**src/rtl/iterative_flagger_pkg.sv**
```systemverilog
// Shared definitions for the iterative flag unit.
// Contents: RISC-V branch funct3 encodings, the FSM state type and the
// branch decision helper used when the result is registered.
package iterative_flagger_pkg;

    localparam logic [2:0] Funct3Beq  = 3'b000;
    localparam logic [2:0] Funct3Bne  = 3'b001;
    localparam logic [2:0] Funct3Blt  = 3'b100;
    localparam logic [2:0] Funct3Bge  = 3'b101;
    localparam logic [2:0] Funct3Bltu = 3'b110;
    localparam logic [2:0] Funct3Bgeu = 3'b111;

    typedef enum logic [1:0] {
        StIdle = 2'd0,
        StScan = 2'd1,
        StDone = 2'd2
    } state_e;

    // Branch decision from the final flags; 010/011 are not branches.
    function automatic logic branch_decide(
        input logic [2:0] funct3,
        input logic       eq,
        input logic       lt,
        input logic       ult
    );
        logic taken;
        taken = 1'b0;
        case (funct3)
            Funct3Beq:  taken = eq;
            Funct3Bne:  taken = ~eq;
            Funct3Blt:  taken = lt;
            Funct3Bge:  taken = ~lt;
            Funct3Bltu: taken = ult;
            Funct3Bgeu: taken = ~ult;
            default:    taken = 1'b0;
        endcase
        return taken;
    endfunction

endpackage

```
**src/rtl/iterative_flagger_chunk_compare.sv**
```systemverilog
// Unsigned comparison of one CHUNK-bit slice of the two operands.
// Ports:
//   i_a, i_b  chunk operands
//   o_eq      i_a == i_b
//   o_gt      i_a >  i_b (unsigned)
//   o_lt      i_a <  i_b (unsigned)
module iterative_flagger_chunk_compare #(
    parameter int unsigned CHUNK = 16
) (
    input  logic [CHUNK-1:0] i_a,
    input  logic [CHUNK-1:0] i_b,
    output logic             o_eq,
    output logic             o_gt,
    output logic             o_lt
);

    assign o_eq = (i_a == i_b);
    assign o_gt = (i_a > i_b);
    assign o_lt = (i_a < i_b);

endmodule

```
**src/rtl/iterative_flagger.sv**
```systemverilog
// Multi-cycle operand comparator producing signed, unsigned and equality
// flags plus a RISC-V branch decision. Operands are scanned CHUNK bits per
// cycle from the MSB chunk down; the first differing chunk decides the
// unsigned ordering.
// Ports:
//   i_clk, i_rst_n             clock, asynchronous active-low reset
//   i_start                    request, sampled only when idle
//   i_input_a, i_input_b       operands, captured on an accepted start
//   i_funct3                   branch type, captured on an accepted start
//   o_busy                     scan in progress
//   o_done                     one-cycle pulse, flags valid from here
//   o_flag_*                   registered compare flags
//   o_branch_taken             registered branch decision
module iterative_flagger
    import iterative_flagger_pkg::*;
#(
    parameter int unsigned WORDSIZE      = 64,
    parameter int unsigned CHUNK         = 16,
    parameter int unsigned FIXED_LATENCY = 0
) (
    input  logic                i_clk,
    input  logic                i_rst_n,
    input  logic                i_start,
    input  logic [WORDSIZE-1:0] i_input_a,
    input  logic [WORDSIZE-1:0] i_input_b,
    input  logic [2:0]          i_funct3,
    output logic                o_busy,
    output logic                o_done,
    output logic                o_flag_equal,
    output logic                o_flag_not_equal,
    output logic                o_flag_greater,
    output logic                o_flag_less,
    output logic                o_flag_u_greater,
    output logic                o_flag_u_less,
    output logic                o_branch_taken
);

    localparam int unsigned N    = WORDSIZE / CHUNK;
    localparam int unsigned IdxW = (N > 1) ? $clog2(N) : 1;
    localparam logic [IdxW-1:0] IdxTop = IdxW'(N - 1);

    if (CHUNK < 1 || (WORDSIZE % CHUNK) != 0) begin : g_bad_params
        $error("iterative_flagger: CHUNK must be >= 1 and divide WORDSIZE");
    end

    state_e              r_state;
    logic [WORDSIZE-1:0] r_a;
    logic [WORDSIZE-1:0] r_b;
    logic [2:0]          r_funct3;
    logic [IdxW-1:0]     r_idx;
    // Result latch: set by the first differing chunk, never overwritten after
    logic                r_found;
    logic                r_ugt;
    logic                r_ult;

    logic                r_busy;
    logic                r_done;
    logic                r_eq;
    logic                r_gt;
    logic                r_lt;
    logic                r_ugt_flag;
    logic                r_ult_flag;
    logic                r_branch;

    logic [31:0]         w_base;
    logic [WORDSIZE-1:0] w_a_sh;
    logic [WORDSIZE-1:0] w_b_sh;
    logic [CHUNK-1:0]    w_chunk_a;
    logic [CHUNK-1:0]    w_chunk_b;
    logic                w_chunk_eq;
    logic                w_chunk_gt;
    logic                w_chunk_lt;
    logic                w_found;
    logic                w_ugt;
    logic                w_ult;
    logic                w_last;
    logic                w_finish;
    logic                w_sign_a;
    logic                w_sign_b;
    logic                w_sign_diff;
    logic                w_eq;
    logic                w_gt;
    logic                w_lt;

    // Select chunk r_idx of each captured operand
    assign w_base    = 32'(r_idx) * CHUNK;
    assign w_a_sh    = r_a >> w_base;
    assign w_b_sh    = r_b >> w_base;
    assign w_chunk_a = w_a_sh[CHUNK-1:0];
    assign w_chunk_b = w_b_sh[CHUNK-1:0];

    iterative_flagger_chunk_compare #(
        .CHUNK (CHUNK)
    ) u_chunk_compare (
        .i_a  (w_chunk_a),
        .i_b  (w_chunk_b),
        .o_eq (w_chunk_eq),
        .o_gt (w_chunk_gt),
        .o_lt (w_chunk_lt)
    );

    // Latch contents after this cycle's chunk has been considered
    assign w_found = r_found | ~w_chunk_eq;
    assign w_ugt   = r_found ? r_ugt : w_chunk_gt;
    assign w_ult   = r_found ? r_ult : w_chunk_lt;

    assign w_last   = (r_idx == '0);
    assign w_finish = (FIXED_LATENCY != 0) ? w_last : (w_last | ~w_chunk_eq);

    // With differing signs the sign bits alone decide the signed order
    assign w_sign_a    = r_a[WORDSIZE-1];
    assign w_sign_b    = r_b[WORDSIZE-1];
    assign w_sign_diff = w_sign_a ^ w_sign_b;
    assign w_eq        = ~w_found;
    assign w_gt        = w_sign_diff ? w_sign_b : w_ugt;
    assign w_lt        = w_sign_diff ? w_sign_a : w_ult;

    always_ff @(posedge i_clk or negedge i_rst_n) begin
        if (!i_rst_n) begin
            r_state    <= StIdle;
            r_a        <= '0;
            r_b        <= '0;
            r_funct3   <= '0;
            r_idx      <= '0;
            r_found    <= 1'b0;
            r_ugt      <= 1'b0;
            r_ult      <= 1'b0;
            r_busy     <= 1'b0;
            r_done     <= 1'b0;
            r_eq       <= 1'b0;
            r_gt       <= 1'b0;
            r_lt       <= 1'b0;
            r_ugt_flag <= 1'b0;
            r_ult_flag <= 1'b0;
            r_branch   <= 1'b0;
        end else begin
            case (r_state)
                StIdle: begin
                    if (i_start) begin
                        r_a      <= i_input_a;
                        r_b      <= i_input_b;
                        r_funct3 <= i_funct3;
                        r_idx    <= IdxTop;
                        r_found  <= 1'b0;
                        r_ugt    <= 1'b0;
                        r_ult    <= 1'b0;
                        r_busy   <= 1'b1;
                        r_state  <= StScan;
                    end
                end
                StScan: begin
                    r_found <= w_found;
                    r_ugt   <= w_ugt;
                    r_ult   <= w_ult;
                    if (w_finish) begin
                        r_busy     <= 1'b0;
                        r_done     <= 1'b1;
                        r_eq       <= w_eq;
                        r_gt       <= w_gt;
                        r_lt       <= w_lt;
                        r_ugt_flag <= w_ugt;
                        r_ult_flag <= w_ult;
                        r_branch   <= branch_decide(r_funct3, w_eq, w_lt, w_ult);
                        r_state    <= StDone;
                    end else begin
                        r_idx <= r_idx - 1'b1;
                    end
                end
                StDone: begin
                    r_done  <= 1'b0;
                    r_state <= StIdle;
                end
                default: begin
                    r_busy  <= 1'b0;
                    r_done  <= 1'b0;
                    r_state <= StIdle;
                end
            endcase
        end
    end

    assign o_busy           = r_busy;
    assign o_done           = r_done;
    // Both equality flags stay 0 until the first result has been registered
    assign o_flag_equal     = r_eq;
    assign o_flag_not_equal = r_done_seen_ne();
    assign o_flag_greater   = r_gt;
    assign o_flag_less      = r_lt;
    assign o_flag_u_greater = r_ugt_flag;
    assign o_flag_u_less    = r_ult_flag;
    assign o_branch_taken   = r_branch;

    // not_equal is 1 only when a registered result exists and it was unequal
    function automatic logic r_done_seen_ne();
        return r_gt | r_lt | r_ugt_flag | r_ult_flag;
    endfunction

endmodule

```
**config.mk**
```make
export PLATFORM = sky130hd
export DESIGN_NAME = iterative_flagger
export DESIGN_NICKNAME = d
export VERILOG_FILES = /design/src/rtl/iterative_flagger_pkg.sv /design/src/rtl/iterative_flagger_chunk_compare.sv /design/src/rtl/iterative_flagger.sv
export SDC_FILE = /design/constraint.sdc
export NUM_CORES = 1
export LEC_CHECK = 0
export CAP_MARGIN = 20
export CORE_ASPECT_RATIO = 0.9
export CORE_MARGIN = 2
export CORE_UTILIZATION = 50
export DETAILED_ROUTE_END_ITERATION = 8
export PLACE_DENSITY = 0.89
export RECOVER_POWER = 25
export SLEW_MARGIN = 10
export SYNTH_ARGS = -nofsm -noshare
export SYNTH_HDL_FRONTEND = slang
export SYNTH_HIERARCHICAL = 1
export SYNTH_SLANG_ARGS = --single-unit
```
**constraint.sdc**
```tcl
create_clock -name i_clk -period 8.9 [get_ports i_clk]
set_input_delay 1.78 -clock i_clk [delete_from_list [all_inputs] [get_ports i_clk]]
set_output_delay 1.78 -clock i_clk [all_outputs]
set_load 0.03 [all_outputs]
```
* Yosys cells after proc, flatten, opt, wreduce, memory -nomap -nowiden *
Cells that the tools add are included.

operators by class
  multiplexer cells = 20
  magnitude comparators = 2
  reductions and logical operators = 11
  bitwise gates (word level) = 12
  equal/unequal tests = 11
  $add $sub $neg = 1
  shift-type cells = 2

operators with widths
  cell                                                 count
  >> shifter 64 x 6 -> 16 bit                          2
  equality test 16 bit                                 1
  greater-than comparator 16 bit                       1
  less-than comparator 16 bit                          1
  equality test 3 bit, second input constant           4
  AND reduction 2 bit                                  5
  two-way mux 1 bit                                    8
  two-way mux 2 bit                                    4
  one-hot mux 1 bit (2 select lines)                   4
  one-hot mux 2 bit (2 select lines)                   2
  inequality test 2 bit, second input constant         3
  NOT 1 bit                                            6
  one-hot mux 1 bit (6 select lines)                   1
  AND reduction 3 bit                                  2
  bitwise OR 1 bit                                     5
  zero test 2 bit                                      2
  equality test 3 x 1 -> 1 bit, second input constant  1
  zero test 3 bit                                      1
  one-hot mux 1 bit (3 select lines)                   1
  equality test 2 x 1 -> 1 bit, second input constant  1
  equality test 2 bit, second input constant           1
  nonzero test 2 bit                                   1
  subtractor 2 x 1 -> 2 bit, second input constant     1
  bitwise XOR 1 bit                                    1

word-level totals
  flip-flop bits (word level) = 146
  output and inout port bits = 9

* Logic depth before layout (Yosys ltp) *
Gate-level depths: netlist of the first run.

  word-level depth = 6
  depth in mapped cells = 13
  depth with buffers taken out = 11

* Modules after synthesis *
The synthesis of the first run kept the hierarchy.

by module, submodules not included
  module                           area each (µm²)  cells an instance  sequential area each (µm²)  instances
  iterative_flagger                6,408.6          395                3,653.5                     1
  iterative_flagger_chunk_compare  412.9            58                 0.0                         1

* Least setup slack after synthesis of the first run *
Ideal clock, no wire load.

  path type = flip-flop to flip-flop
  start point = register r_idx[0]
  end point = register r_branch, in the netlist o_branch_taken
  cell stages (with the launch flop) = 12
  setup slack = 5.794 ns
  data arrival time = 2.981 ns
  data required time = 8.776 ns
  cells stage by stage = dfrtp_1 -> buf_2 -> buf_4 -> mux4_2 -> ha_1 -> nand4_2 -> a2111o_1 -> and3_1 -> mux2_4 -> o21a_1 -> o221ai_1 -> o31ai_2

between the ends
  word-level cells in the longest chain between the ends = 6
  elaborated cells between the ends (all ways) = 15
  classes of those cells = order compare: 1; eq/ne: 1; shift: 2; mux: 3; bitwise: 6; reduce/logical: 2

RTL lines
  element                                 line                                   text
  from (decl)                             iterative_flagger.sv:50                logic [IdxW-1:0] r_idx;
  from (signal assigned)                  iterative_flagger.sv:143               r_idx <= IdxTop;
  from (signal assigned)                  iterative_flagger.sv:166               r_idx <= r_idx - 1'b1;
  >> shifter 64 x 6 -> 16 bit (*)         iterative_flagger.sv:87                assign w_a_sh = r_a >> w_base;
  net w_a_sh[15]                          iterative_flagger.sv:66                logic [WORDSIZE-1:0] w_a_sh;
  less-than comparator 16 bit (*)         iterative_flagger_chunk_compare.sv:19  assign o_lt = (i_a < i_b);
  net w_chunk_lt                          iterative_flagger.sv:72                logic w_chunk_lt;
  two-way mux 1 bit (*)                   iterative_flagger.sv:105               assign w_ult = r_found ? r_ult : w_chunk_lt;
  two-way mux 1 bit                       iterative_flagger.sv:116               assign w_lt = w_sign_diff ? w_sign_a : w_ult;
  NOT 1 bit                               iterative_flagger_pkg.sv:32            Funct3Bge: taken = ~lt;
  one-hot mux 1 bit (6 select lines) (*)  iterative_flagger_pkg.sv:28            case (funct3)
  to (signal assigned)                    iterative_flagger.sv:163               r_branch <= branch_decide(r_funct3, w_eq, w_lt, w_ult);
  to (decl)                               iterative_flagger.sv:63                logic r_branch;

The timed path passes the listed nets; every way through them passes the cells marked *.
A chain may end at the register's enable or synchronous reset.

==> metrics.md, run 1 <==
| Metric | Value |
|---|---|
| Post-synth EDFFs | 0 |
| Root buffer cell | clkbuf_16 |
| Setup TNS | 0 ps |
| Worst Skew | roughly 6.0 ps |
| Post-DRT Antenna Nets | 0 |
| Syn_nets | 604 |
| Routed vias/inst | 5.47 |
| Commonest cells in the netlist | dfrtp_1, mux2_2, mux4_2 |
| Failing checks | max-capacitance violations, max-slew violations |
| Yosys cell types | 42 |
| FF-to-FF setup slack | between 4000 and 5000 ps |
| Total CTS buffers | 17 |
| Gpl congestion | around 0.77 |
| Seq/Total Area, Yosys | 0.536 |
| Crit path launch type | input port |
| CTS tree | done |
| Ys flop type | dfrtp_1 |
| Max-slew violation count | 70 |
| Via Count | 4245 |
| DR WL/cell | 19.2 um |
| GRT overflow | 0 |
| Later-pin clock latency in the skew report | 410 ps |
| Post-DP Area | 0.00830 mm2 |
| Antenna violations before repair | 0 |
| Vias in the first global route | 4666 |
| Ys Warns | 6 |
| Drt drc | 0 |
| PwrDens | 256 mW/mm2 |
| Leak | 3.78 nW |
| Critical path class | in2async |
| CTS sink count | around 150 |
| CP cell instances | clkbuf_1 > clkbuf_1 > buf_16 |
| Fmax | slightly above 0.2 GHz |
| Iteration-0 DRC Markers | 257 |
| Critical Path RT | 9450 ps |
| Max Root-Sink Buffers | 2 |
| Slew headroom | -1.40 |
| TritonRoute pass-1 iters | 5 |
| RSZ-0062 raised after global routing | false |
| FF+latch count, synth | 146 |
| Post-Route WL | 14900 um |
| CTS resizes | 0 |
| Max IR drop VDD | ~130 uV |
| Max-cap viol count | 1 |
| I/O pin cnt | 143 |
| Kind of end point of the critical path | asynchronous set/reset pin |
| Yosys top cell by area | dfrtp_1 |
| Worst slew pin tran | 3590 ps |
| Max FO, Critical Path | 69 |
| # port buffers | ~140 |
| Setup Buffers After CTS | 0 |
| Hold Path Class | reg2reg |
| CP Data Arrival Time | 5490 ps |
| Ys async rst share | 1.00 |
| Largest net degree at the start of global routing | 79 |
| HPWL Detailed | 10500 um |
| Gate Count Post-Synth | 453 |
| Max incr delay on CP | 2480 ps |
| Tmin final | between 4000 and 5000 ps |
| Die Footprint | 0.0146 mm2 |
| Share of cells above drive strength 1 | 0.334 |
| Final #Nets | 746 |
| Initial core utilization | 0.510 |
| Fin crit share | 0.554 |
| CP max stage cell | clkbuf_1 |
| Ant diodes | 0 |
| Area growth, synth to finish | 31.2% |
| Core Box Area | 0.0134 mm2 |
| Clock transition at path regs | approximately 60 ps |
| Share of the synthesized area in the top cell type | 0.536 |
| Setup violations, final | 0 |
| Total GRT Usage | 0.219 |
| Synth Cell Area | 0.00682 mm2 |
| Rows | 40 |
| Horiz. Die Dim | 127 um |
| Global-route wire length before repair | ~24000 um |
| CTS Hold Bufs | 0 |
| Die height | around 110 um |
| Main area contributors after synthesis | dfrtp_1, mux2_2, mux4_2 |
| H-tree levels | 4 |
| Top-count cell post-synth | dfrtp_1 |
| Average cell area after synthesis | 15.1 um2 |
| Design area | 0.00895 mm2 |
| Final hold violation count | 0 |
| Crit-path most repeated cell | clkbuf_1 |
| Status | complete, but fails checks |
per-stage QoR:
stage	total power, W	hold WS (ps)	setup slack (ps)	utilization	std cells
after floorplan	0.00133	475	5790	-	453
after global routing	0.00241	520	3150	0.670	776
after CTS	0.00231	504	4760	0.669	775
after detailed placement	0.00154	492	4350	0.621	743
after global placement	0.00149	461	4400	0.621	743
final	0.00229	496	3970	0.670	776
state kept, by name, summed over array words and instances, names as in the netlist:
register	count
r_idx	2
r_b	64
o_flag_less	1
o_done	1
r_funct3	3
r_ult	1
o_flag_u_greater	1
r_a	64
r_ugt	1
o_flag_u_less	1
o_flag_greater	1
o_flag_equal	1
o_branch_taken	1
r_state	2
r_found	1
o_busy	1
layout make-up:
type	count	area (um2)
Inverter	24	90.1
Clock inverter	10	154
Fill cell	948	4410
Timing Repair Buffer	147	1470
Tap cell	168	210
Sequential cell	146	3660
Multi-Input combinational cell	259	2890
Clock buffer	22	484
placed cells by master (no fill, tap or decap), drive strengths merged, types with 2 or more instances in the layout:
cell type      count
a211oi             2
a21oi              9
a31oi              2
buf                4
bufinv             4
clkbuf            24
clkdlybuf4s50    141
clkinv             6
dfrtp            146
ha                17
inv               24
mux2             130
mux2i              2
mux4              32
nand2             15
nand2b             4
nand4              4
nor2               9
nor2b              4
o211ai             2
o21ai              8
o22ai              2
o31ai              2
worst max-delay path: cells and delay by family:
kind / cells / cell delay (ps)
buffers and inverters: 3 / 3620
per-layer routing:
layer | vias to the layer above | track usage | part of all wire
li1 | 1952 | - | -
met1 | 2164 | 0.267 | 0.41
met2 | 115 | 0.383 | 0.53
met3 | 14 | 0.0642 | 0.048
met4 | 0 | 0.0659 | 0.013
met5 | - | 0 | 0
where the power goes:
| group | switching, W | internal, W | total (W) |
|---|---|---|---|
| Sequential | 0.000103 | 0.000840 | 0.000944 |
| Combinational | 0.000242 | 0.000344 | 0.000586 |
| Clock | 0.000265 | 0.000497 | 0.000762 |
| Total | 0.000610 | 0.00168 | 0.00229 |
logic make-up (layout without fill, tap and decap cells):
logic type / count (synthesis) / after routing / synth area share
adder cells (fa/ha/maj): 18 / 18 / 0.0326
XOR/XNOR: 1 / 1 / 0.00128
flip-flops: 146 / 146 / 0.536
AND/OR/NAND/NOR: 41 / 41 / 0.0310
buffers and inverters: 48 / 203 / 0.0422
AO/OA/AOI/OAI: 35 / 35 / 0.0336
multiplexers: 164 / 164 / 0.324
worst paths after layout:
kind,startpoint,endpoint,cells after the start
max,i_rst_n,r_idx[0]$_DFFE_PN0P_,3
min,o_branch_taken$_DFFE_PN0P_,o_branch_taken$_DFFE_PN0P_,2
max reg2reg,r_idx[0]$_DFFE_PN0P_,o_done$_DFFE_PN0P_,9
min reg2reg,o_branch_taken$_DFFE_PN0P_,o_branch_taken$_DFFE_PN0P_,2
max in group i_clk,i_start,r_idx[1]$_DFFE_PN0P_,7
min in group asynchronous,i_rst_n,r_a[30]$_DFFE_PN0P_,1
Power figures use the tool's default switching activity.
==> run 2, diff against run 1 <==
==> constraint.sdc (replaced) <==
create_clock -name i_clk -period 5.2 [get_ports i_clk]
set_input_delay 1.04 -clock i_clk [delete_from_list [all_inputs] [get_ports i_clk]]
set_output_delay 1.04 -clock i_clk [all_outputs]
set_load 0.03 [all_outputs]
==> metrics.md, run 2 (synthesized netlist as in run 1, its figures left out) <==
| Metric | Value |
|---|---|
| Crit path launch type | register |
| Largest net degree at the start of global routing | 112 (+42%) |
| Setup TNS | 0 ps (unchanged) |
| Max FO, Critical Path | 18 (-74%) |
| Commonest cells after routing, fill and taps aside | dfrtp_1, clkdlybuf4s50_1, mux2_2 |
| Final hold violation count | 0 (unchanged) |
| Met3 usage | 0.0582 (-0.00605) |
| Storage element area | 0.00366 mm2 (unchanged) |
| Fmax | roughly 0.26 GHz |
| GRT overflow | 0 (unchanged) |
| Vias in the first global route | 4656 (-0.21%) |
| Total placed cells including tap cells | 743 (unchanged) |
| Leak | 3.75 nW (-0.92%) |
| Global-route wire length before repair | 23900 um (-0.91%) |
| Routed vias/inst | 5.57 (+1.8%) |
| Critical path class | reg2reg |
| CTS tree | done |
| # port buffers | 142 (unchanged) |
| Later-pin clock latency in the skew report | 420 ps (about the same) |
| CP Data Arrival Time | 4200 ps (-1290 ps) |
| TritonRoute pass-1 iters | 4 (-1) |
| Antenna violations before repair | 0 (unchanged) |
| Tmin final | 3880 ps |
| Total GRT Usage | 0.218 (-0.000757) |
| PwrDens | 428 mW/mm2 (+67%) |
| Iteration-0 DRC Markers | 261 (+1.6%) |
| Fin crit share | 0.747 |
| I/O pin cnt | 143 (unchanged) |
| Tot Pwr | 0.00380 W (+66%) |
| DR WL/cell | 19.4 um (+1.3%) |
| M2 GR Usage | 0.377 (-0.00538) |
| Final #Nets | 746 (unchanged) |
| Critical Path RT | 5520 ps (-3930 ps) |
| H-tree levels | 4 (unchanged) |
| Finished Layout Cells | 773 (-0.39%) |
| Hold Path Class | reg2reg |
| Total CTS buffers | 17 (unchanged) |
| Post-Route WL | 15000 um (+0.87%) |
| HPWL Detailed | 10500 um (+0.49%) |
| Max-slew violation count | 39 (-44%) |
| Initial core utilization | 0.510 (unchanged) |
| CTS Hold Bufs | 0 (unchanged) |
| Worst Skew | 11.9 ps (+5.92 ps) |
| Area growth, synth to finish | 30.1% |
| Setup violations, final | 0 (unchanged) |
| Failing checks | max-capacitance violations, max-slew violations |
| RSZ-0062 raised after global routing | false |
| Max-cap viol count | 1 (unchanged) |
| Setup Buffers After CTS | 0 (unchanged) |
| Share of cells above drive strength 1 | 0.331 (-0.00330) |
| Commonest non-fill, non-tap cell in the layout | dfrtp_1 |
| Post-DRT Antenna Nets | 0 (unchanged) |
| Gpl congestion | 0.852 (+11%) |
| Max Root-Sink Buffers | 2 (unchanged) |
| Multi-input gate area | 0.00289 mm2 (unchanged) |
| WHS | 489 ps (-7.33 ps) |
| Horiz. Die Dim | 127 um (unchanged) |
| Largest regs | r_a (64), r_b (64), r_funct3 (3) |
| Via Count | 4305 (+1.4%) |
| Max IR drop VDD | 247 uV (+83%) |
| Design area | 0.00887 mm2 (-0.84%) |
| Fillers | 940 (-0.84%) |
| Die Footprint | 0.0146 mm2 (unchanged) |
| Die height | 115 um (unchanged) |
| Clock transition at path regs | 60 ps (about the same) |
| Slew headroom | -0.451 (+0.946) |
| Met1 GRT Util | 0.259 (-0.00752) |
| Drt drc | 0 (unchanged) |
| Top Usage Layer GRT | met2 |
| Kind of end point of the critical path | register |
| Root buffer cell | clkbuf_16 |
| Ant diodes | 0 (unchanged) |
| CTS resizes | 0 (unchanged) |
| Rows | 40 (unchanged) |
| Worst slew pin tran | 2180 ps (-1420 ps) |
| Status | complete, but fails checks |
| CTS sink count | 146 (unchanged) |
| Core Box Area | 0.0134 mm2 (unchanged) |
| Post-DP Area | 0.00830 mm2 (unchanged) |
[run 2: cell type report]
cell class | instances | area share
Inverter | 24 | 0.0102
Sequential cell | 146 | 0.412
Clock buffer | 22 | 0.0534
Clock inverter | 7 | 0.00959
Timing Repair Buffer | 147 | 0.166
Tap cell | 168 | 0.0237
Multi-Input combinational cell | 259 | 0.325
[run 2: worst max-delay path: stages, from the launching register on]
cell and delay, ps:
dfrtp_2 740, buf_4 440, mux4_2 540, inv_1 80
ha_1 170, nand4_1 210, nor4_1 710, nand2b_1 240
nand2_1 360, inv_1 110, a21o_1 170
[run 2: metal layers]
layer / routed length (um) / share of wire
met2: 7870 / 0.52
met5: 0 / 0
met1: 6020 / 0.40
met4: 314 / 0.021
met3: 825 / 0.055
[run 2: metrics by stage]
stage,setup slack [ps],utilization
6_report,1320,0.664
5_1_grt,948,0.664
4_1_cts,1300,0.663
3_5_place_dp,1320,0.621
3_3_place_gp,1450,0.621
2_1_floorplan,2090,-
[run 2: path summary, 6_finish.rpt]
check | from | endpoint | slack (ps) | cells past startpoint
hold / removal | o_done$_DFFE_PN0P_ | o_done$_DFFE_PN0P_ | 490 | 1
hold reg to reg | o_done$_DFFE_PN0P_ | o_done$_DFFE_PN0P_ | 490 | 1
min in group asynchronous | i_rst_n | r_funct3[0]$_DFFE_PN0P_ | 1260 | 1
setup reg to reg | r_idx[0]$_DFFE_PN0P_ | o_done$_DFFE_PN0P_ | 1320 | 10
setup / recovery | r_idx[0]$_DFFE_PN0P_ | o_done$_DFFE_PN0P_ | 1320 | 10
max in group asynchronous | i_rst_n | r_b[11]$_DFFE_PN0P_ | 2240 | 3
[run 2: where the power goes]
group	internal, W	total, W	switching [W]
logic	0.000591	0.00101	0.000420
registers	0.00144	0.00162	0.000180
clock network	0.000731	0.00117	0.000442
total	0.00276	0.00380	0.00104
